**config.mk**
```make
export PLATFORM = sky130hd
export DESIGN_NAME = alu_arbiter_flat
export DESIGN_NICKNAME = d
export VERILOG_FILES = /design/src/rtl/alu_pkg.sv /design/src/rtl/alu_arbiter_if.sv /design/src/rtl/alu_arbiter_alu.sv /design/src/rtl/alu_arbiter.sv /design/src/flat_wrapper.sv
export SDC_FILE = /design/constraint.sdc
export NUM_CORES = 1
export LEC_CHECK = 0
export ABC_AREA = 1
export CAP_MARGIN = 20
export CORE_MARGIN = 2
export CORE_UTILIZATION = 34
export DETAILED_ROUTE_END_ITERATION = 12
export GPL_TIMING_DRIVEN = 0
export HOLD_SLACK_MARGIN = 0.05
export PLACE_DENSITY = 0.66
export SLEW_MARGIN = 10
export SYNTH_ARGS = -nofsm -noshare
export SYNTH_HDL_FRONTEND = slang
export SYNTH_SLANG_ARGS = --single-unit
```
**constraint.sdc**
```tcl
create_clock -name clk -period 2.35 [get_ports clk]
set_input_delay 0.47 -clock clk [delete_from_list [all_inputs] [get_ports clk]]
set_output_delay 0.47 -clock clk [all_outputs]
set_load 0.01 [all_outputs]
```
**src/rtl/alu_pkg.sv**
```systemverilog
// Shared ALU op codes, arbiter state encoding and op legality check.
package alu_pkg;

    localparam int unsigned OP_W = 4;

    localparam logic [OP_W-1:0] ALU_ADD = 4'b0000;
    localparam logic [OP_W-1:0] ALU_SUB = 4'b0001;
    localparam logic [OP_W-1:0] ALU_AND = 4'b0010;
    localparam logic [OP_W-1:0] ALU_OR  = 4'b0011;
    localparam logic [OP_W-1:0] ALU_NOT = 4'b0100;
    localparam logic [OP_W-1:0] ALU_SLT = 4'b1000;

    typedef enum logic [1:0] {
        ST_IDLE = 2'b00,
        ST_EXEC = 2'b01,
        ST_RESP = 2'b10
    } state_t;

    function automatic logic is_legal_op(input logic [OP_W-1:0] op);
        case (op)
            ALU_ADD, ALU_SUB, ALU_AND, ALU_OR, ALU_NOT, ALU_SLT: return 1'b1;
            default: return 1'b0;
        endcase
    endfunction

endpackage

```
**src/rtl/alu_arbiter_if.sv**
```systemverilog
// Request/response channels of the two ALU requesters plus arbiter status.
interface alu_arbiter_if #(parameter int unsigned DATA_W = 32);

    logic              r0_valid;
    logic              r0_ready;
    logic [3:0]        r0_op;
    logic [DATA_W-1:0] r0_a;
    logic [DATA_W-1:0] r0_b;
    logic              r0_rvalid;
    logic              r0_rready;
    logic [DATA_W-1:0] r0_result;
    logic              r0_zero;
    logic              r0_err;

    logic              r1_valid;
    logic              r1_ready;
    logic [3:0]        r1_op;
    logic [DATA_W-1:0] r1_a;
    logic [DATA_W-1:0] r1_b;
    logic              r1_rvalid;
    logic              r1_rready;
    logic [DATA_W-1:0] r1_result;
    logic              r1_zero;
    logic              r1_err;

    logic              busy;
    logic              grant_id;

    modport master (
        output r0_valid, r0_op, r0_a, r0_b, r0_rready,
        output r1_valid, r1_op, r1_a, r1_b, r1_rready,
        input  r0_ready, r0_rvalid, r0_result, r0_zero, r0_err,
        input  r1_ready, r1_rvalid, r1_result, r1_zero, r1_err,
        input  busy, grant_id
    );

    modport slave (
        input  r0_valid, r0_op, r0_a, r0_b, r0_rready,
        input  r1_valid, r1_op, r1_a, r1_b, r1_rready,
        output r0_ready, r0_rvalid, r0_result, r0_zero, r0_err,
        output r1_ready, r1_rvalid, r1_result, r1_zero, r1_err,
        output busy, grant_id
    );

endinterface

```
**src/rtl/alu_arbiter_alu.sv**
```systemverilog
// Combinational 32-bit ALU: ADD, SUB, AND, OR, NOT, signed SLT.
module alu_arbiter_alu
    import alu_pkg::*;
#(
    parameter int unsigned DATA_W = 32
) (
    input  logic [DATA_W-1:0] A,
    input  logic [DATA_W-1:0] B,
    input  logic [OP_W-1:0]   ALUControl,
    output logic [DATA_W-1:0] ALUOut,
    output logic              Zero
);

    always_comb begin
        ALUOut = '0;
        case (ALUControl)
            ALU_ADD: ALUOut = A + B;
            ALU_SUB: ALUOut = A - B;
            ALU_AND: ALUOut = A & B;
            ALU_OR:  ALUOut = A | B;
            ALU_NOT: ALUOut = ~A;
            ALU_SLT: ALUOut = DATA_W'($signed(A) < $signed(B));
            default: ALUOut = '0;
        endcase
    end

    assign Zero = (ALUOut == '0);

endmodule

```
**src/rtl/alu_arbiter.sv**
```systemverilog
// Round-robin sharing of one ALU between execute (r0) and branch/address (r1)
// requesters; fixed IDLE -> EXEC -> RESP sequence with held responses.
module alu_arbiter
    import alu_pkg::*;
#(
    parameter int unsigned DATA_W     = 32,
    parameter int unsigned RESET_PRIO = 0
) (
    input  logic          clk,
    input  logic          rst_n,
    alu_arbiter_if.slave  bus
);

    state_t            r_state;
    logic              r_prio;
    logic              r_owner;
    logic              r_busy;
    logic [OP_W-1:0]   r_op;
    logic [DATA_W-1:0] r_a;
    logic [DATA_W-1:0] r_b;
    logic [1:0]        r_rvalid;
    logic [DATA_W-1:0] r_result0;
    logic [DATA_W-1:0] r_result1;
    logic [1:0]        r_zero;
    logic [1:0]        r_err;

    logic              w_grant0;
    logic              w_grant1;
    logic              w_owner_rready;
    logic              w_legal;
    logic [DATA_W-1:0] w_alu_out;
    logic              w_alu_zero;
    logic [DATA_W-1:0] w_res_result;
    logic              w_res_zero;

    // Single grant only in IDLE; the priority pointer breaks ties.
    always_comb begin
        w_grant0 = 1'b0;
        w_grant1 = 1'b0;
        if (r_state == ST_IDLE) begin
            w_grant0 = bus.r0_valid && (!bus.r1_valid || (r_prio == 1'b0));
            w_grant1 = bus.r1_valid && (!bus.r0_valid || (r_prio == 1'b1));
        end
    end

    assign w_owner_rready = r_owner ? bus.r1_rready : bus.r0_rready;

    alu_arbiter_alu #(.DATA_W(DATA_W)) u_alu (
        .A          (r_a),
        .B          (r_b),
        .ALUControl (r_op),
        .ALUOut     (w_alu_out),
        .Zero       (w_alu_zero)
    );

    // Illegal ops override the ALU: result 0, zero 1, err 1.
    assign w_legal      = is_legal_op(r_op);
    assign w_res_result = w_legal ? w_alu_out : '0;
    assign w_res_zero   = w_legal ? w_alu_zero : 1'b1;

    always_ff @(posedge clk or negedge rst_n) begin
        if (!rst_n) begin
            r_state   <= ST_IDLE;
            r_prio    <= 1'(RESET_PRIO);
            r_owner   <= 1'(RESET_PRIO);
            r_busy    <= 1'b0;
            r_op      <= '0;
            r_a       <= '0;
            r_b       <= '0;
            r_rvalid  <= '0;
            r_result0 <= '0;
            r_result1 <= '0;
            r_zero    <= '0;
            r_err     <= '0;
        end else begin
            case (r_state)
                ST_IDLE: begin
                    if (w_grant0 || w_grant1) begin
                        r_state <= ST_EXEC;
                        r_busy  <= 1'b1;
                        r_owner <= w_grant1;
                        r_prio  <= ~w_grant1;
                        r_op    <= w_grant1 ? bus.r1_op : bus.r0_op;
                        r_a     <= w_grant1 ? bus.r1_a  : bus.r0_a;
                        r_b     <= w_grant1 ? bus.r1_b  : bus.r0_b;
                    end
                end
                ST_EXEC: begin
                    r_state <= ST_RESP;
                    if (r_owner) begin
                        r_result1   <= w_res_result;
                        r_zero[1]   <= w_res_zero;
                        r_err[1]    <= ~w_legal;
                        r_rvalid[1] <= 1'b1;
                    end else begin
                        r_result0   <= w_res_result;
                        r_zero[0]   <= w_res_zero;
                        r_err[0]    <= ~w_legal;
                        r_rvalid[0] <= 1'b1;
                    end
                end
                ST_RESP: begin
                    if (w_owner_rready) begin
                        r_state  <= ST_IDLE;
                        r_busy   <= 1'b0;
                        r_rvalid <= '0;
                    end
                end
                default: begin
                    r_state  <= ST_IDLE;
                    r_busy   <= 1'b0;
                    r_rvalid <= '0;
                end
            endcase
        end
    end

    assign bus.r0_ready  = w_grant0;
    assign bus.r1_ready  = w_grant1;
    assign bus.r0_rvalid = r_rvalid[0];
    assign bus.r1_rvalid = r_rvalid[1];
    assign bus.r0_result = r_result0;
    assign bus.r1_result = r_result1;
    assign bus.r0_zero   = r_zero[0];
    assign bus.r1_zero   = r_zero[1];
    assign bus.r0_err    = r_err[0];
    assign bus.r1_err    = r_err[1];
    assign bus.busy      = r_busy;
    assign bus.grant_id  = r_owner;

endmodule

```
**src/flat_wrapper.sv**
```systemverilog
// flat-port wrapper written by rule: the top's interface ports become plain ports
module alu_arbiter_flat import alu_pkg::*;
#(
    parameter int unsigned DATA_W     = 32,
    parameter int unsigned RESET_PRIO = 0
)
  (clk, rst_n, bus_r0_valid, bus_r0_op, bus_r0_a, bus_r0_b, bus_r0_rready, bus_r1_valid, bus_r1_op, bus_r1_a, bus_r1_b, bus_r1_rready, bus_r0_ready, bus_r0_rvalid, bus_r0_result, bus_r0_zero, bus_r0_err, bus_r1_ready, bus_r1_rvalid, bus_r1_result, bus_r1_zero, bus_r1_err, bus_busy, bus_grant_id);
  alu_arbiter_if #(.DATA_W(DATA_W)) bus_i ();
  input  logic clk;
  input  logic rst_n;
  input wire logic [$bits(bus_i.r0_valid)-1:0] bus_r0_valid;
  input wire logic [$bits(bus_i.r0_op)-1:0] bus_r0_op;
  input wire logic [$bits(bus_i.r0_a)-1:0] bus_r0_a;
  input wire logic [$bits(bus_i.r0_b)-1:0] bus_r0_b;
  input wire logic [$bits(bus_i.r0_rready)-1:0] bus_r0_rready;
  input wire logic [$bits(bus_i.r1_valid)-1:0] bus_r1_valid;
  input wire logic [$bits(bus_i.r1_op)-1:0] bus_r1_op;
  input wire logic [$bits(bus_i.r1_a)-1:0] bus_r1_a;
  input wire logic [$bits(bus_i.r1_b)-1:0] bus_r1_b;
  input wire logic [$bits(bus_i.r1_rready)-1:0] bus_r1_rready;
  output wire logic [$bits(bus_i.r0_ready)-1:0] bus_r0_ready;
  output wire logic [$bits(bus_i.r0_rvalid)-1:0] bus_r0_rvalid;
  output wire logic [$bits(bus_i.r0_result)-1:0] bus_r0_result;
  output wire logic [$bits(bus_i.r0_zero)-1:0] bus_r0_zero;
  output wire logic [$bits(bus_i.r0_err)-1:0] bus_r0_err;
  output wire logic [$bits(bus_i.r1_ready)-1:0] bus_r1_ready;
  output wire logic [$bits(bus_i.r1_rvalid)-1:0] bus_r1_rvalid;
  output wire logic [$bits(bus_i.r1_result)-1:0] bus_r1_result;
  output wire logic [$bits(bus_i.r1_zero)-1:0] bus_r1_zero;
  output wire logic [$bits(bus_i.r1_err)-1:0] bus_r1_err;
  output wire logic [$bits(bus_i.busy)-1:0] bus_busy;
  output wire logic [$bits(bus_i.grant_id)-1:0] bus_grant_id;
  assign bus_i.r0_valid = bus_r0_valid;
  assign bus_i.r0_op = bus_r0_op;
  assign bus_i.r0_a = bus_r0_a;
  assign bus_i.r0_b = bus_r0_b;
  assign bus_i.r0_rready = bus_r0_rready;
  assign bus_i.r1_valid = bus_r1_valid;
  assign bus_i.r1_op = bus_r1_op;
  assign bus_i.r1_a = bus_r1_a;
  assign bus_i.r1_b = bus_r1_b;
  assign bus_i.r1_rready = bus_r1_rready;
  assign bus_r0_ready = bus_i.r0_ready;
  assign bus_r0_rvalid = bus_i.r0_rvalid;
  assign bus_r0_result = bus_i.r0_result;
  assign bus_r0_zero = bus_i.r0_zero;
  assign bus_r0_err = bus_i.r0_err;
  assign bus_r1_ready = bus_i.r1_ready;
  assign bus_r1_rvalid = bus_i.r1_rvalid;
  assign bus_r1_result = bus_i.r1_result;
  assign bus_r1_zero = bus_i.r1_zero;
  assign bus_r1_err = bus_i.r1_err;
  assign bus_busy = bus_i.busy;
  assign bus_grant_id = bus_i.grant_id;
  alu_arbiter #(.DATA_W(DATA_W), .RESET_PRIO(RESET_PRIO)) u_core (.clk(clk), .rst_n(rst_n), .bus(bus_i));
endmodule
```
### After elaboration in Yosys (flattened, before gate mapping)

Cells that the tools add are included.

| cells by class | value |
|---|---|
| add/sub/neg operators | 2 |
| magnitude comparators | 1 |
| equality and inequality tests | 11 |
| multiplexer cells | 19 |
| bitwise gates (word level) | 9 |
| reduce and logical (&&, ||, !) cells | 18 |

Operator list:

| kind | count |
|---|---|
| one-hot mux 32 bit (6 select lines) | 1 |
| two-way mux 32 bit | 3 |
| adder 32 bit | 1 |
| bitwise AND 32 bit | 1 |
| logical NOT 32 bit | 1 |
| less-than comparator 32 bit | 1 |
| NOT 32 bit | 1 |
| OR 32 bit | 1 |
| subtractor 32 bit | 1 |
| one-hot mux 2 bit (3 select lines) | 2 |
| two-way mux 1 bit | 9 |
| AND reduction 3 bit | 3 |
| == test 4 x 2 -> 1 bit, second input constant | 2 |
| AND reduction 2 bit | 4 |
| NOT 1 bit | 6 |
| OR reduction 6 bit | 1 |
| == test 4 x 1 -> 1 bit, second input constant | 1 |
| == test 4 x 3 -> 1 bit, second input constant | 1 |
| == test 4 bit, second input constant | 1 |
| logical NOT 4 bit | 1 |
| two-way mux 2 bit | 2 |
| two-way mux 4 bit | 1 |
| inequality test 2 x 1 -> 1 bit, second input constant | 2 |
| inequality test 2 bit, second input constant | 2 |
| 7 further kinds | 11 |

| word-level totals | value |
|---|---|
| register bits | 143 |
| input bits | 142 |
| output and inout bits | 74 |

### Depth between registers and ports, before layout

| logic depth | value |
|---|---|
| depth in word-level cells | 7 |
| gate-level depth with buffers | 22 |
| depth with buffers taken out | 21 |

### By module

Synthesis repeated with hierarchy kept, for this count alone.

| second synthesis, totals | value |
|---|---|
| cell total of the unflattened synthesis | 2,162 |
| area total of the unflattened synthesis | 13,061.3 µm² |

Modules (own cells, without submodules):

| module | times used | cells an instance | area an instance (µm²) | sequential area each (µm²) |
|---|---|---|---|---|
| alu_arbiter_alu | 1 | 1,375 | 6,744.0 | 0.0 |
| alu_arbiter | 1 | 787 | 6,317.3 | 3,578.4 |

### Least setup slack after synthesis

No wires, ideal clock.

| timing | value |
|---|---|
| path type | flip-flop to flip-flop |
| from | register u_core.r_a[0] |
| to | register u_core.r_zero[0] |
| library setup time | 0.066 ns |
| data arrival time | 2.215 ns |
| data required time | 2.284 ns |
| setup slack | 0.070 ns |
| cell stages (with the launch flop) | 20 |
| period minus slack after synthesis | 2.280 ns |
| path through | dfrtp_1 > inv_1 > ha_1 > inv_1 > fa_1 > nand2_1 > nand2_1 > nand3_1 > nand2_2 > nand2_1 > nand2_1 > o21ai_0 > nor2_1 > nor2_2 > nand2_1 > nor2_1 > nand3_1 > nor2_1 > nand4_1 > nand2_1 |

| between the ends | value |
|---|---|
| longest elaborated chain between the ends | 4 |
| elaborated cells on any way between the ends | 9 |

Ends and longest elaborated chain:

| element | RTL line | text |
|---|---|---|
| from (decl) | alu_arbiter.sv:19 | `logic [DATA_W-1:0] r_a;` |
| from (signal assigned) | alu_arbiter.sv:84 | `r_a <= w_grant1 ? bus.r1_a : bus.r0_a;` |
| subtractor 32 bit (tied with other cells) | alu_arbiter_alu.sv:18 | `ALU_SUB: ALUOut = A - B;` |
| one-hot mux 32 bit (6 select lines) (*) | alu_arbiter_alu.sv:16 | `case (ALUControl)` |
| logical NOT 32 bit (*) | alu_arbiter_alu.sv:27 | `assign Zero = (ALUOut == '0);` |
| two-way mux 1 bit (*) | alu_arbiter.sv:59 | `assign w_res_zero = w_legal ? w_alu_zero : 1'b1;` |
| to (signal assigned) | alu_arbiter.sv:97 | `r_zero[0] <= w_res_zero;` |
| to (decl) | alu_arbiter.sv:24 | `logic [1:0] r_zero;` |

Mark *: on every way between the ends. The rest lies on a longest branch, timed or not.
A chain may end at the register's enable or synchronous reset.

### Worst setup path in the final report

| timing | value |
|---|---|
| from | register u_core.r_op[1] |
| to | register u_core.r_zero[0] |

| between the ends | value |
|---|---|
| longest elaborated chain between the ends | 4 |
| elaborated cells on any way between the ends | 11 |

Ends and longest elaborated chain:

| element | RTL line | text |
|---|---|---|
| from (decl) | alu_arbiter.sv:18 | `logic [OP_W-1:0] r_op;` |
| from (signal assigned) | alu_arbiter.sv:83 | `r_op <= w_grant1 ? bus.r1_op : bus.r0_op;` |
| == test 4 bit (tied with other cells) | alu_pkg.sv:20, alu_arbiter_alu.sv:16 |  |
| one-hot mux 32 bit (6 select lines) or OR reduction 6 bit (tied branches) | alu_arbiter_alu.sv:16, alu_pkg.sv:20 |  |
| logical NOT 32 bit or two-way mux 1 bit (tied branches) | alu_arbiter_alu.sv:27, alu_pkg.sv:20 |  |
| two-way mux 1 bit (*) | alu_arbiter.sv:59 |  |

Marked as above.

==> impl_metrics.py <==
metrics = {
    "drt": {
        "vias": 13960,
        "postRouteAntennaNets": 0,
        "wl_per_cell_um": 18.09,
        "remaining_drc_errors": 0,
        "via_per_inst": 4.989,
        "finalWirelength_mm": 50.61,
        "firstDrtPassIters": 5,
        "dr.first_iter.drc_count": 743,
    },
    "clocking": {
        "cts.sinks": 143,
        "cts.root.buffer_cell": "clkbuf_16",
        "htreeDepth": 4,
        "numCtsBuffers": 17,
        "clk_pin_slew_ns": 0.08,
        "cts_buffer_depth": 2,
        "clk_latency_ns": 0.45,
        "cts_tree": "yes",
    },
    "grt": {
        "grt_use_total_pct": 25.73,
        "grt_max_degree": 88,
        "grt_pass1_wl_mm": 75.33,
        "antenna_found_initial": 0,
        "overflow": 0,
        "grt_pass1_vias": 13340,
    },
    "critical_path": {
        "crit_arrival_ns": 2.96,
        "r2r_start": "u_core.r_op[1]",
        "startpoint_type": "flip-flop",
        "cp-end-kind": "flip-flop",
        "reg2reg_to": "u_core.r_zero[0]",
        "endpoint": "u_core.r_zero[0]",
        "cp-startpoint": "u_core.r_op[1]",
        "crit_type": "reg -> reg",
        "rrSetupSlack_ns": -0.23,
        "crit_fanout": 10,
        "worst-r2r-cell-count": 11,
        "cp.required_ns": 2.73,
    },
    "cells_and_area": {
        "layout-drive-gt1-share_pct": 30.30,
        "design_area_mm2": 0.01896,
        "area_growth_pct": 51.43,
        "antenna-diode-count": 0,
        "fin_cells": 2798,
        "final_nets": 2564,
    },
    "logic_synthesis": {
        "synth_top_cell_by_area": "dfrtp_1",
        "ys_seq_elements": 143,
        "synth.yosys.seq_area_share_pct": 28.57,
        "synth_cell_type_count": 46,
        "synth_fa_ha_area_share_pct": 10.61,
        "synth_mux_area_share_pct": 0,
        "synth-xor-area-share_pct": 0.06994,
        "postSynthCellCount": 1930,
        "synthesis.area_mm2": 0.01252,
        "synth_simple_gate_area_share_pct": 36.44,
        "synth_compound_area_share_pct": 11.75,
        "synth_top_cell_area_share_pct": 28.57,
        "yosys-top-cells-area": "dfrtp_1, nand2_1, ha_1, inv_1, nand3_1",
        "ys.flop_type": "dfrtp_1",
        "async_flop_share_pct": 100.0,
        "synth_top_family_by_area": "simple AND/OR/NAND/NOR gates",
        "synth_fp_nets": 2177,
        "syn_avg_cell_area_um2": 6.489,
        "ys_warn_count": 0,
        "synth_edf_count": 0,
    },
    "timing": {
        "layout_min_cycle_time_ns": 2.576,
        "setup_viol": 2,
        "finClkSkew_ns": 0.01376,
        "fin_tns_setup_ns": -0.3928,
        "hold_violations": 0,
        "fmax_ghz": 0.3882,
        "drv_slew": 0,
        "relSlewSlack_pct": 39.52,
        "rsz0062_at_grt": "true",
        "whs_ns": 0.4803,
        "setup_slack_ns": -0.2260,
        "period_share_pct": 109.6,
        "worst_slew_pin_slew_ns": 0.9072,
    },
    "floorplan": {
        "io_pins": 216,
        "die_y_um": 195.9,
        "start_util_pct": 34.37,
        "core.rowCount": 70,
        "die_area_mm2": 0.03838,
        "core-area_mm2": 0.03643,
        "die_x_um": 195.9,
    },
    "job": {
        "max-cap-violations": 0,
    },
    "hold_path": {
        "hold_depth": 2,
        "hold_path_class": "reg -> reg",
    },
    "run_status": {
        "violations": "negative setup slack",
        "outcome": "finished, violations left",
    },
    "place": {
        "place_area_mm2": 0.01529,
        "dp_hpwl_mm": 39.71,
        "dp.cells": 2614,
        "routabilityCongestion": 0.9796,
        "port_buffers": 215,
    },
}
stage by stage:
step           util [%]  setup slack [ns]
2_1_floorplan         -           0.06976
3_3_place_gp      41.89            -4.765
3_5_place_dp      41.96           -0.8228
4_1_cts           47.66           -0.2186
5_1_grt           52.05           -0.3475
6_report          52.05           -0.2260
registers in the layout (all words and copies together), names as in the netlist:
| name | flops |
|---|---|
| u_core.r_b | 32 |
| u_core.r_err | 2 |
| u_core.r_prio | 1 |
| u_core.bus.r1_result | 32 |
| u_core.r_op | 4 |
| u_core.r_state | 2 |
| u_core.bus.grant_id | 1 |
| u_core.bus.busy | 1 |
| u_core.r_zero | 2 |
| u_core.r_rvalid | 2 |
| u_core.bus.r0_result | 32 |
| u_core.r_a | 32 |
synthesized netlist by cell type (9+ instances only):
library cell	instances
nand2_1	718
inv_1	288
dfrtp_1	143
nand3_1	125
nor2_1	114
ha_1	103
a21oi_1	79
o211ai_1	65
o21ai_0	38
o22ai_1	35
clkbuf_1	30
nor2_2	22
nand3_2	17
nand4_1	17
buf_6	16
nand2_2	15
buf_2	11
buf_4	11
and2_1	9
nor3_1	9
o21bai_1	9
worst max-delay path, cell delays in order, from the launching register on:
cell,delay [ns]
dfrtp_1,0.42
nor2_1,0.08
nand3_1,0.23
buf_2,0.36
o22ai_1,0.12
a21oi_1,0.40
nand4_1,0.26
nor2_2,0.19
nand3_2,0.10
nor2_4,0.13
nand4_1,0.12
nand2_1,0.08
layer usage:
metal,up-vias,global-route usage (%),routed length (um)
met5,-,0,0
met4,0,7.716,1162
met3,39,2.785,2863
met2,420,41.00,22930
met1,6634,36.72,23650
li1,6866,-,-
final cells by class:
class | count | area (um2)
plain buffers | 71 | 504.2
clock buffers | 17 | 425.4
clock inverters | 15 | 173.9
fillers | 3677 | 17470
inverters | 297 | 1144
multi-input cells | 1415 | 9168
flip-flops and latches | 143 | 3582
well taps | 468 | 585.6
repair buffers | 372 | 3382
what timing repair did:
item | 4_1_cts | 5_1_grt
hold buffers | 1 | 0
pin swaps | 53 | 121
buffers inserted | 83 | 71
gates resized for setup | 263 | 312
setup endpoints to repair | 69 | 51
cloned | 2 | 1
hold endpoints to repair | 56 | 0
cell usage in the layout (no fill, tap or decap), types with 35 or more instances in the layout:
cell / Yosys / routed
inv_2: 8 / 84
ha_1: 103 / 78
buf_4: 11 / 149
nand2_2: 15 / 120
o211ai_1: 65 / 65
nand2_1: 718 / 580
dfrtp_1: 143 / 140
nor2_4: 3 / 44
inv_1: 288 / 206
nand3_2: 17 / 45
clkdlybuf4s50_1: 0 / 212
a21oi_1: 79 / 54
o22ai_1: 35 / 35
nand3_1: 125 / 85
nor2_1: 114 / 61
worst min path at each step:
stage,start,endpoint,slack (ns)
5_1_grt,u_core.bus.r1_result[17],u_core.bus.r1_result[17],0.51
3_3_place_gp,u_core.bus.r1_result[19],u_core.bus.r1_result[19],0.47
4_1_cts,u_core.bus.r0_result[29],u_core.bus.r0_result[29],0.48
2_1_floorplan,rst_n,u_core.bus.busy,0.17
6_report,u_core.bus.r1_result[3],u_core.bus.r1_result[3],0.48
3_5_place_dp,rst_n,u_core.r_b[7],0.46
cell families (layout without fill, tap and decap cells):
logic type / count (synthesis) / in the layout
adders and majority gates: 105 / 105
AOI/OAI and AO/OA: 241 / 241
and+or+nand+nor: 1068 / 1068
xor gates and xnor gates: 1 / 1
buffers and inverters: 372 / 772
DFF: 143 / 143
Power is not shown: default switching activity piles up to over one toggle a cycle in this logic, so the estimate is an artifact.
